==> src/rtl/vga_pkg.sv <==
// Shared raster-timing definitions for the display cores: standard timing
// sets, sync polarity constants and the sync level helper.
package vga_pkg;

  // Sync polarity: level driven while the pulse is active
  localparam logic SYNC_NEG = 1'b0;
  localparam logic SYNC_POS = 1'b1;

  // One complete raster timing set, pixel counts in pixels/lines
  typedef struct packed {
    logic [15:0] h_active;
    logic [15:0] h_fp;
    logic [15:0] h_sync;
    logic [15:0] h_bp;
    logic [15:0] v_active;
    logic [15:0] v_fp;
    logic [15:0] v_sync;
    logic [15:0] v_bp;
    logic        h_pol;
    logic        v_pol;
    logic [31:0] pix_khz;
  } vga_timing_t;

  // 640x480 @ 60 Hz, 25 MHz pixel clock
  localparam vga_timing_t VGA_640x480_60 = '{
    h_active: 16'd640, h_fp: 16'd16, h_sync: 16'd96,  h_bp: 16'd48,
    v_active: 16'd480, v_fp: 16'd10, v_sync: 16'd2,   v_bp: 16'd33,
    h_pol: SYNC_NEG, v_pol: SYNC_NEG, pix_khz: 32'd25000
  };

  // 800x600 @ 60 Hz, 40 MHz pixel clock
  localparam vga_timing_t SVGA_800x600_60 = '{
    h_active: 16'd800, h_fp: 16'd40, h_sync: 16'd128, h_bp: 16'd88,
    v_active: 16'd600, v_fp: 16'd1,  v_sync: 16'd4,   v_bp: 16'd23,
    h_pol: SYNC_POS, v_pol: SYNC_POS, pix_khz: 32'd40000
  };

  // Pad level for a sync signal: the polarity when active, its inverse otherwise
  function automatic logic sync_level(input logic active, input logic pol);
    return active ? pol : ~pol;
  endfunction

endpackage

==> src/rtl/vga_timing_gen_pix_clk_en.sv <==
// Pixel clock-enable divider: one tick every CLK_DIV system clocks,
// restarted from phase 0 whenever clr is held.
module pix_clk_en #(
  parameter int CLK_DIV = 1
) (
  input  logic clk,
  input  logic reset,
  input  logic clr,
  output logic tick
);

  localparam int DW = (CLK_DIV > 1) ? $clog2(CLK_DIV) : 1;
  localparam logic [DW-1:0] DIV_LAST = DW'(CLK_DIV - 1);

  logic [DW-1:0] div_q;
  logic [DW-1:0] div_d;

  // A clear in the same cycle suppresses the tick so no update can slip out
  assign tick = ~clr && (div_q == DIV_LAST);

  // Next divider phase: clear, wrap at the last phase, or count up
  always_comb begin
    div_d = div_q;
    if (clr) begin
      div_d = {DW{1'b0}};
    end else if (div_q == DIV_LAST) begin
      div_d = {DW{1'b0}};
    end else begin
      div_d = div_q + DW'(1);
    end
  end

  // Divider phase register
  always_ff @(posedge clk or posedge reset) begin
    if (reset) begin
      div_q <= {DW{1'b0}};
    end else begin
      div_q <= div_d;
    end
  end

endmodule

==> src/rtl/vga_timing_gen.sv <==
// Parametrised raster timing generator: position counters, sync/enable
// decode and frame counting, all outputs registered one tick behind the
// internal position.
module vga_timing_gen
  import vga_pkg::*;
#(
  parameter int H_ACTIVE = 640,
  parameter int H_FP     = 16,
  parameter int H_SYNC   = 96,
  parameter int H_BP     = 48,
  parameter int V_ACTIVE = 480,
  parameter int V_FP     = 10,
  parameter int V_SYNC   = 2,
  parameter int V_BP     = 33,
  parameter int H_POL    = 0,
  parameter int V_POL    = 0,
  parameter int CLK_DIV  = 1,
  parameter int CW       = 12,
  parameter int FW       = 8
) (
  input  logic          clk,
  input  logic          reset,
  input  logic          enable,
  output logic          pix_stb,
  output logic          hsync,
  output logic          vsync,
  output logic          de,
  output logic [CW-1:0] x,
  output logic [CW-1:0] y,
  output logic          line_start,
  output logic          frame_start,
  output logic [FW-1:0] frame_cnt
);

  localparam int H_TOTAL = H_ACTIVE + H_FP + H_SYNC + H_BP;
  localparam int V_TOTAL = V_ACTIVE + V_FP + V_SYNC + V_BP;

  // Reject timing that cannot be represented before anything is built
  if (CLK_DIV < 1 || H_ACTIVE < 1 || H_FP < 1 || H_SYNC < 1 || H_BP < 1 ||
      V_ACTIVE < 1 || V_FP < 1 || V_SYNC < 1 || V_BP < 1 ||
      H_TOTAL > (2 ** CW) || V_TOTAL > (2 ** CW)) begin : g_param_err
    $error("vga_timing_gen: illegal timing parameters");
  end

  localparam logic [CW-1:0] H_ACT_C  = CW'(H_ACTIVE);
  localparam logic [CW-1:0] HS_BEG_C = CW'(H_ACTIVE + H_FP);
  localparam logic [CW-1:0] HS_END_C = CW'(H_ACTIVE + H_FP + H_SYNC);
  localparam logic [CW-1:0] H_LAST_C = CW'(H_TOTAL - 1);
  localparam logic [CW-1:0] V_ACT_C  = CW'(V_ACTIVE);
  localparam logic [CW-1:0] VS_BEG_C = CW'(V_ACTIVE + V_FP);
  localparam logic [CW-1:0] VS_END_C = CW'(V_ACTIVE + V_FP + V_SYNC);
  localparam logic [CW-1:0] V_LAST_C = CW'(V_TOTAL - 1);
  localparam logic          H_POL_C  = (H_POL != 0) ? 1'b1 : 1'b0;
  localparam logic          V_POL_C  = (V_POL != 0) ? 1'b1 : 1'b0;
  localparam logic [CW-1:0] ZERO_C   = {CW{1'b0}};

  logic tick_s;
  logic h_act_s, v_act_s, hs_win_s, vs_win_s;

  // Internal position and frame count
  logic [CW-1:0] h_q, h_d, v_q, v_d;
  logic [FW-1:0] frames_q, frames_d;

  // Registered outputs
  logic          pix_stb_q, pix_stb_d;
  logic          hsync_q, hsync_d;
  logic          vsync_q, vsync_d;
  logic          de_q, de_d;
  logic [CW-1:0] x_q, x_d, y_q, y_d;
  logic          line_start_q, line_start_d;
  logic          frame_start_q, frame_start_d;
  logic [FW-1:0] frame_cnt_q, frame_cnt_d;

  pix_clk_en #(
    .CLK_DIV (CLK_DIV)
  ) u_pix_clk_en (
    .clk   (clk),
    .reset (reset),
    .clr   (~enable),
    .tick  (tick_s)
  );

  // Region decode of the current position
  assign h_act_s  = (h_q < H_ACT_C);
  assign v_act_s  = (v_q < V_ACT_C);
  assign hs_win_s = (h_q >= HS_BEG_C) && (h_q < HS_END_C);
  assign vs_win_s = (v_q >= VS_BEG_C) && (v_q < VS_END_C);

  // Next state: soft restart when disabled, otherwise present and advance on a tick
  always_comb begin
    h_d           = h_q;
    v_d           = v_q;
    frames_d      = frames_q;
    pix_stb_d     = 1'b0;
    hsync_d       = hsync_q;
    vsync_d       = vsync_q;
    de_d          = de_q;
    x_d           = x_q;
    y_d           = y_q;
    line_start_d  = line_start_q;
    frame_start_d = frame_start_q;
    frame_cnt_d   = frame_cnt_q;
    if (!enable) begin
      // Restart: position and outputs idle, completed-frame count kept
      h_d           = ZERO_C;
      v_d           = ZERO_C;
      hsync_d       = ~H_POL_C;
      vsync_d       = ~V_POL_C;
      de_d          = 1'b0;
      x_d           = ZERO_C;
      y_d           = ZERO_C;
      line_start_d  = 1'b0;
      frame_start_d = 1'b0;
    end else if (tick_s) begin
      pix_stb_d     = 1'b1;
      hsync_d       = sync_level(hs_win_s, H_POL_C);
      vsync_d       = sync_level(vs_win_s, V_POL_C);
      de_d          = h_act_s && v_act_s;
      x_d           = h_q;
      y_d           = v_q;
      line_start_d  = (h_q == ZERO_C);
      frame_start_d = (h_q == ZERO_C) && (v_q == ZERO_C);
      // The count bumped at the last pixel surfaces with the next frame_start
      frame_cnt_d   = frames_q;
      if (h_q == H_LAST_C) begin
        h_d = ZERO_C;
        if (v_q == V_LAST_C) begin
          v_d      = ZERO_C;
          frames_d = frames_q + FW'(1);
        end else begin
          v_d = v_q + CW'(1);
        end
      end else begin
        h_d = h_q + CW'(1);
      end
    end else begin
      pix_stb_d = 1'b0;
    end
  end

  // Position, frame count and output registers
  always_ff @(posedge clk or posedge reset) begin
    if (reset) begin
      h_q           <= ZERO_C;
      v_q           <= ZERO_C;
      frames_q      <= {FW{1'b0}};
      pix_stb_q     <= 1'b0;
      hsync_q       <= ~H_POL_C;
      vsync_q       <= ~V_POL_C;
      de_q          <= 1'b0;
      x_q           <= ZERO_C;
      y_q           <= ZERO_C;
      line_start_q  <= 1'b0;
      frame_start_q <= 1'b0;
      frame_cnt_q   <= {FW{1'b0}};
    end else begin
      h_q           <= h_d;
      v_q           <= v_d;
      frames_q      <= frames_d;
      pix_stb_q     <= pix_stb_d;
      hsync_q       <= hsync_d;
      vsync_q       <= vsync_d;
      de_q          <= de_d;
      x_q           <= x_d;
      y_q           <= y_d;
      line_start_q  <= line_start_d;
      frame_start_q <= frame_start_d;
      frame_cnt_q   <= frame_cnt_d;
    end
  end

  assign pix_stb     = pix_stb_q;
  assign hsync       = hsync_q;
  assign vsync       = vsync_q;
  assign de          = de_q;
  assign x           = x_q;
  assign y           = y_q;
  assign line_start  = line_start_q;
  assign frame_start = frame_start_q;
  assign frame_cnt   = frame_cnt_q;

endmodule

==> config.mk <==
export PLATFORM = sky130hd
export DESIGN_NAME = vga_timing_gen
export DESIGN_NICKNAME = d
export VERILOG_FILES = /design/src/rtl/vga_pkg.sv /design/src/rtl/vga_timing_gen_pix_clk_en.sv /design/src/rtl/vga_timing_gen.sv
export SDC_FILE = /design/constraint.sdc
export NUM_CORES = 1
export LEC_CHECK = 0
export ABC_AREA = 1
export CAP_MARGIN = 10
export CORE_ASPECT_RATIO = 1.4
export CORE_MARGIN = 2
export CORE_UTILIZATION = 60
export CTS_CLUSTER_DIAMETER = 50
export DETAILED_ROUTE_END_ITERATION = 10
export GPL_TIMING_DRIVEN = 1
export PLACE_DENSITY = 0.85
export SKIP_LAST_GASP = 1
export SYNTH_ARGS = -nofsm -noshare
export SYNTH_HDL_FRONTEND = slang
export SYNTH_SLANG_ARGS = --single-unit
export TNS_END_PERCENT = 1
==> constraint.sdc <==
create_clock -name clk -period 6.4 [get_ports clk]
set_clock_uncertainty 0.05 [all_clocks]
set_input_delay 1.28 -clock clk [delete_from_list [all_inputs] [get_ports clk]]
set_output_delay 1.28 -clock clk [all_outputs]
set_load 0.02 [all_outputs]
# == After elaboration in Yosys (flattened, before gate mapping) ==
# Cells that the tools add are included.
# totals
reg_bits,71
inputBits,3
output_inout_bits,38
elab_cells,65
# classes
addsub,4
magnitude_cmp,6
eq_ne,4
mux,27
bitwise_logic,1
n_reduce_logical,10
# op_table
op,count
$mux W12,11
$add A12 B1 Y12 const B,2
$eq A12 B10 Y1 const B,2
$logic_not A12 Y1,2
$lt A12 B10 Y1 const B,2
$lt A12 B9 Y1 const B,2
$mux W1,16
$ge A12 B10 Y1 const B,1
$ge A12 B9 Y1 const B,1
$add A8 B1 Y8 const B,1
$logic_and A1 B1 Y1,5
$ne A2 B1 Y1 const B,2
$reduce_and A2 Y1,2
$reduce_and A4 Y1,1
$add A1 B1 Y1 const B,1
$not A1 Y1,1

# == Depth between registers and ports, before layout ==
# depth
word_depth,5
mapped_depth,10
mapped_depth_nobuf,9

# == Modules after synthesis ==
# Synthesis repeated with hierarchy kept, for this count alone.
# unflattened
cells_unflattened,422
hier_area_um2,3518.4
# by_module_without_submodules
mod,instances,cells_each,area_per_inst_um2,seq_area_each_um2
vga_timing_gen,1,421,3514.6,1754.2
pix_clk_en,1,1,3.8,0.0

# == Worst setup path before layout ==
# No wires, ideal clock.
# synth_timing
path_type,in2reg
startpoint,input port enable
endpoint,register v_q[0]
setup_time_ps,65
arrival_ps,1809
required_ps,6285
setup_slack_ps,4476
stages,5
n_path_buf,1
cell_sequence,buf_2 nand3_1 nor2_2 nand2_1 nand2_1
# synth_via
elab_chain_len,3
elab_cells_between_ends,5
cone_classes,2 x eq/ne; 1 x mux; 2 x reduce/logical
# synth_lines
element,line,rtl
from (decl),vga_timing_gen.sv:23,"input logic enable,"
$logic_and A1 B1 Y1,vga_timing_gen_pix_clk_en.sv:19,assign tick = ~clr && (div_q == DIV_LAST);
$ne A2 B1 Y1 (no source line),--,
$reduce_and A2 Y1 (no source line),--,
to (signal assigned),vga_timing_gen.sv:158,v_q <= v_d;
to (decl),vga_timing_gen.sv:61,"logic [CW-1:0] h_q, h_d, v_q, v_d;"
# Parallel ways exist; a longest one is shown, timed or not.
# A chain may end at the register's enable or synchronous reset.

# == Final worst setup path ==
# layout_timing
startpoint,register hsync_q (netlist: hsync)
endpoint,output port hsync
# layout_lines
element,line,rtl
from (decl),vga_timing_gen.sv:66,"logic hsync_q, hsync_d;"
from (signal assigned),vga_timing_gen.sv:148,hsync_q <= ~H_POL_C;
from (signal assigned),vga_timing_gen.sv:161,hsync_q <= hsync_d;
to (decl),vga_timing_gen.sv:25,"output logic hsync,"
# No word-level cell between the ends.

==> key figures <==
Finish
  • Leading cell type in the layout, fill and taps excluded: sky130_fd_sc_hd__nand2_1
  • Layout Cell Area excl Fill: 4020 um^2
  • Area added between synthesis and finish: 16.5%
  • Most frequent cells in the layout: sky130_fd_sc_hd__nand2_1 (139), sky130_fd_sc_hd__dfrtp_1 (68), sky130_fd_sc_hd__inv_1 (65)
  • Filler Cell Count: 437
  • Nets: 483
  • Antenna cell count: 0
  • Non-filler instance count after layout: 548
  • Proportion of layout cells with a drive suffix above 1: 0.0917

Synthesis
  • Count of distinct cell types in the synthesized netlist: 31
  • Sequential-to-total area share from yosys stat: 0.509
  • Post-synthesis instance area: 3450 um^2
  • Area fraction in and, or, nand and nor cells after synthesis: 0.329
  • Net count after synthesis: 444
  • Gate count after technology mapping: 436
  • Average cell area after synthesis: 7.91 um^2
  • Post-synth EDFFs: 0
  • Top FF cell, synth: sky130_fd_sc_hd__dfrtp_1
  • Adder-cell area share of the yosys netlist: 0.0181
  • Number of warnings reported in the yosys synthesis log: 0
  • Post-synthesis sequential element count: 70
  • Post-Synth XOR/XNOR Area: 0.0203
  • Share of the synthesized area in compound gates (AO/OA/AOI/OAI): 0.0203
  • Combinational family with the most area after synthesis: simple AND/OR/NAND/NOR gates
  • Fraction of registers with async set/reset: 1.00
  • Portion of netlist area occupied by mux cells: 0

Clock network
  • Quantity of gates resized following cts: 0
  • Root buffer cell: sky130_fd_sc_hd__clkbuf_8
  • CTS tree: yes
  • TritonCTS buffer count: 9
  • Setup Buffers After CTS: 0
  • Cts-stage hold buffer count: 0
  • Register clock-pin slew on the reported worst setup and hold paths: 0.07 ns
  • Number of buffers between clock root and the deepest sink: 2
  • Clock insertion delay at the later pin of the skew report: 0.35 ns
  • CTS sink cnt: 70
  • Depth of the CTS H-tree: 3

Setup path
  • Startpoint of the worst setup timing path: hsync$_DFF_PP1_
  • Crit end category: primary output
  • CP Max Fanout: 1
  • Cells traversed along the worst timing path: clkdlybuf4s50_1
  • Launching element type of the critical path: flop
  • Critical path's largest stage delay: 0.59 ns
  • Launch point of the worst reg-to-reg path: h_q[0]$_DFF_PP0_
  • CP Class: reg -> out
  • Data arrival, critical path: 1.45 ns
  • Count of buffering cells on the critical path with inverters included: 1
  • Highest-delay cell along the critical path: sky130_fd_sc_hd__clkdlybuf4s50_1
  • Largest delay share family, worst path: buffers and inverters
  • Worst R2R Setup Slack: 4.70 ns
  • Worst Path Required: 5.07 ns

Timing
  • Setup TNS: 0 ns
  • Hold WS: 0.427 ns
  • Setup Viol. Count Final: 0
  • Post-route minimum period: 2.78 ns
  • Unrepaired setup endpoints after global routing: no
  • Max Fclk: 360 MHz
  • Post-route setup slack: 3.62 ns
  • Number of hold violations in the final report: 0
  • Worst-case headroom to the max-slew limit: 0.363
  • Final max-slew violation count: 0
  • Measured slew at the worst slew-check pin: 0.956 ns
  • Ratio of final minimum period to clock period: 0.434

Route
  • DRT Pass-1 Iters: 4
  • Number of remaining DRC errors: 0
  • Total detailed-routing wirelength: 7230 um
  • Average routed wire per standard cell: 13.2 um
  • Metal-1 WL: 3010 um
  • Routed wire length on met2: 3700 um
  • Number of routed nets with antenna violations: 0
  • Initial DRC count: 265
  • Via Count: 2895
  • Met3 routed wirelength: 340 um
  • Top layer in use: met4
  • Via-per-instance ratio: 5.28

Global route
  • Number of antenna violations at the first check in global routing: 0
  • Combined global-route utilization of all metal layers: 0.253
  • Largest net degree at the start of global routing: 71
  • Global-route congestion overflow total: 0
  • Wire length of the first global-routing pass: 12100 um
  • Via count of the first global-routing pass: 2669

Place
  • IO buf count: 40
  • Cell area after placement: 3850 um^2
  • HPWL reported at the end of detailed placement: 4960 um
  • Pre-CTS setup slack: 3.45 ns
  • Cells after DPL: 532
  • Gp weighted congestion: 0.895

Power and ir drop
  • Leak Pwr: 2.19 nW
  • Total power per unit cell area: 197 nW/um^2
  • VDD IR max: 0.160 mV

Floorplanning
  • Num ports: 41
  • CORE AREA: 5530 um^2
  • Die H: 93.7 um
  • Die width: 68.1 um
  • Floorplan die area: 6380 um^2
  • Starting Density: 0.624
  • Placement Rows: 32

Status
  • Run status: completed

Flow run
  • Number of max-cap violations: 0

Min path
  • Class of the tightest hold or removal check: reg -> reg
  • Hold Crit Start: frame_cnt[2]$_DFFE_PP0P_
-- state kept, by name, indices dropped and copies added, names as in the netlist --
name	cells
h_q	12
v_q	12
x	12
y	12
frame_cnt	8
frames_q	8
de	1
frame_start	1
hsync	1
line_start	1
pix_stb	1
vsync	1
-- area by class of cell --
| class | count | area [um^2] | area share |
|---|---|---|---|
| clock buffers | 12 | 145 | 0.0361 |
| clock inverters | 4 | 22.5 | 0.00560 |
| inverters | 72 | 270 | 0.0672 |
| multi-input cells | 281 | 1340 | 0.333 |
| flip-flops and latches | 70 | 1750 | 0.436 |
| well taps | 68 | 85.1 | 0.0212 |
| repair buffers | 41 | 403 | 0.100 |
-- per-layer routing --
metal,vias up,track usage
met5,-,0
met4,0,0.138
met3,17,0.0384
met2,91,0.411
met1,1378,0.318
li1,1409,-
-- through the flow --
step           total power, mW  utilization
2_1_floorplan            0.482            -
3_3_place_gp             0.493        0.697
3_5_place_dp             0.494        0.697
4_1_cts                  0.796        0.727
5_1_grt                  0.817        0.727
6_report                 0.793        0.727
-- Yosys cell counts, types with 5 or more instances --
| library cell | n | share of area |
|---|---|---|
| sky130_fd_sc_hd__inv_1 | 66 | 0.072 |
| sky130_fd_sc_hd__xor2_1 | 5 | 0.013 |
| sky130_fd_sc_hd__nand2_2 | 5 | 0.0091 |
| sky130_fd_sc_hd__nor2_1 | 35 | 0.038 |
| sky130_fd_sc_hd__ha_1 | 5 | 0.018 |
| sky130_fd_sc_hd__buf_2 | 8 | 0.012 |
| sky130_fd_sc_hd__o21ai_0 | 9 | 0.013 |
| sky130_fd_sc_hd__nor2_2 | 6 | 0.011 |
| sky130_fd_sc_hd__inv_2 | 6 | 0.0065 |
| sky130_fd_sc_hd__nor3_1 | 10 | 0.015 |
| sky130_fd_sc_hd__nand3_1 | 37 | 0.054 |
| sky130_fd_sc_hd__nand4_1 | 14 | 0.025 |
| sky130_fd_sc_hd__nand2_1 | 139 | 0.15 |
| sky130_fd_sc_hd__dfrtp_1 | 68 | 0.49 |
-- logic make-up (layout without fill, tap and decap cells) --
family,count (synthesis),after routing
AND/OR/NAND/NOR,255,255
XOR/XNOR,8,8
flip-flops,70,70
buffers and inverters,85,129
adder cells (fa/ha/maj),5,5
AO/OA/AOI/OAI,13,13
-- path summary, 6_finish.rpt --
kind,endpoint,cells past startpoint
min reg2reg,frame_cnt[2]$_DFFE_PP0P_,2
min in group asynchronous,y[6]$_DFF_PP0_,3
min,frame_cnt[2]$_DFFE_PP0P_,2
max in group asynchronous,frames_q[5]$_DFFE_PP0P_,3
max,hsync,1
max reg2reg,frames_q[2]$_DFFE_PP0P_,8
-- power breakdown --
group	internal, mW	switching [mW]
Sequential	0.447	0.00270
Clock	0.149	0.159
Combinational	0.00993	0.0259
Total	0.606	0.187
Power figures use the tool's default switching activity.
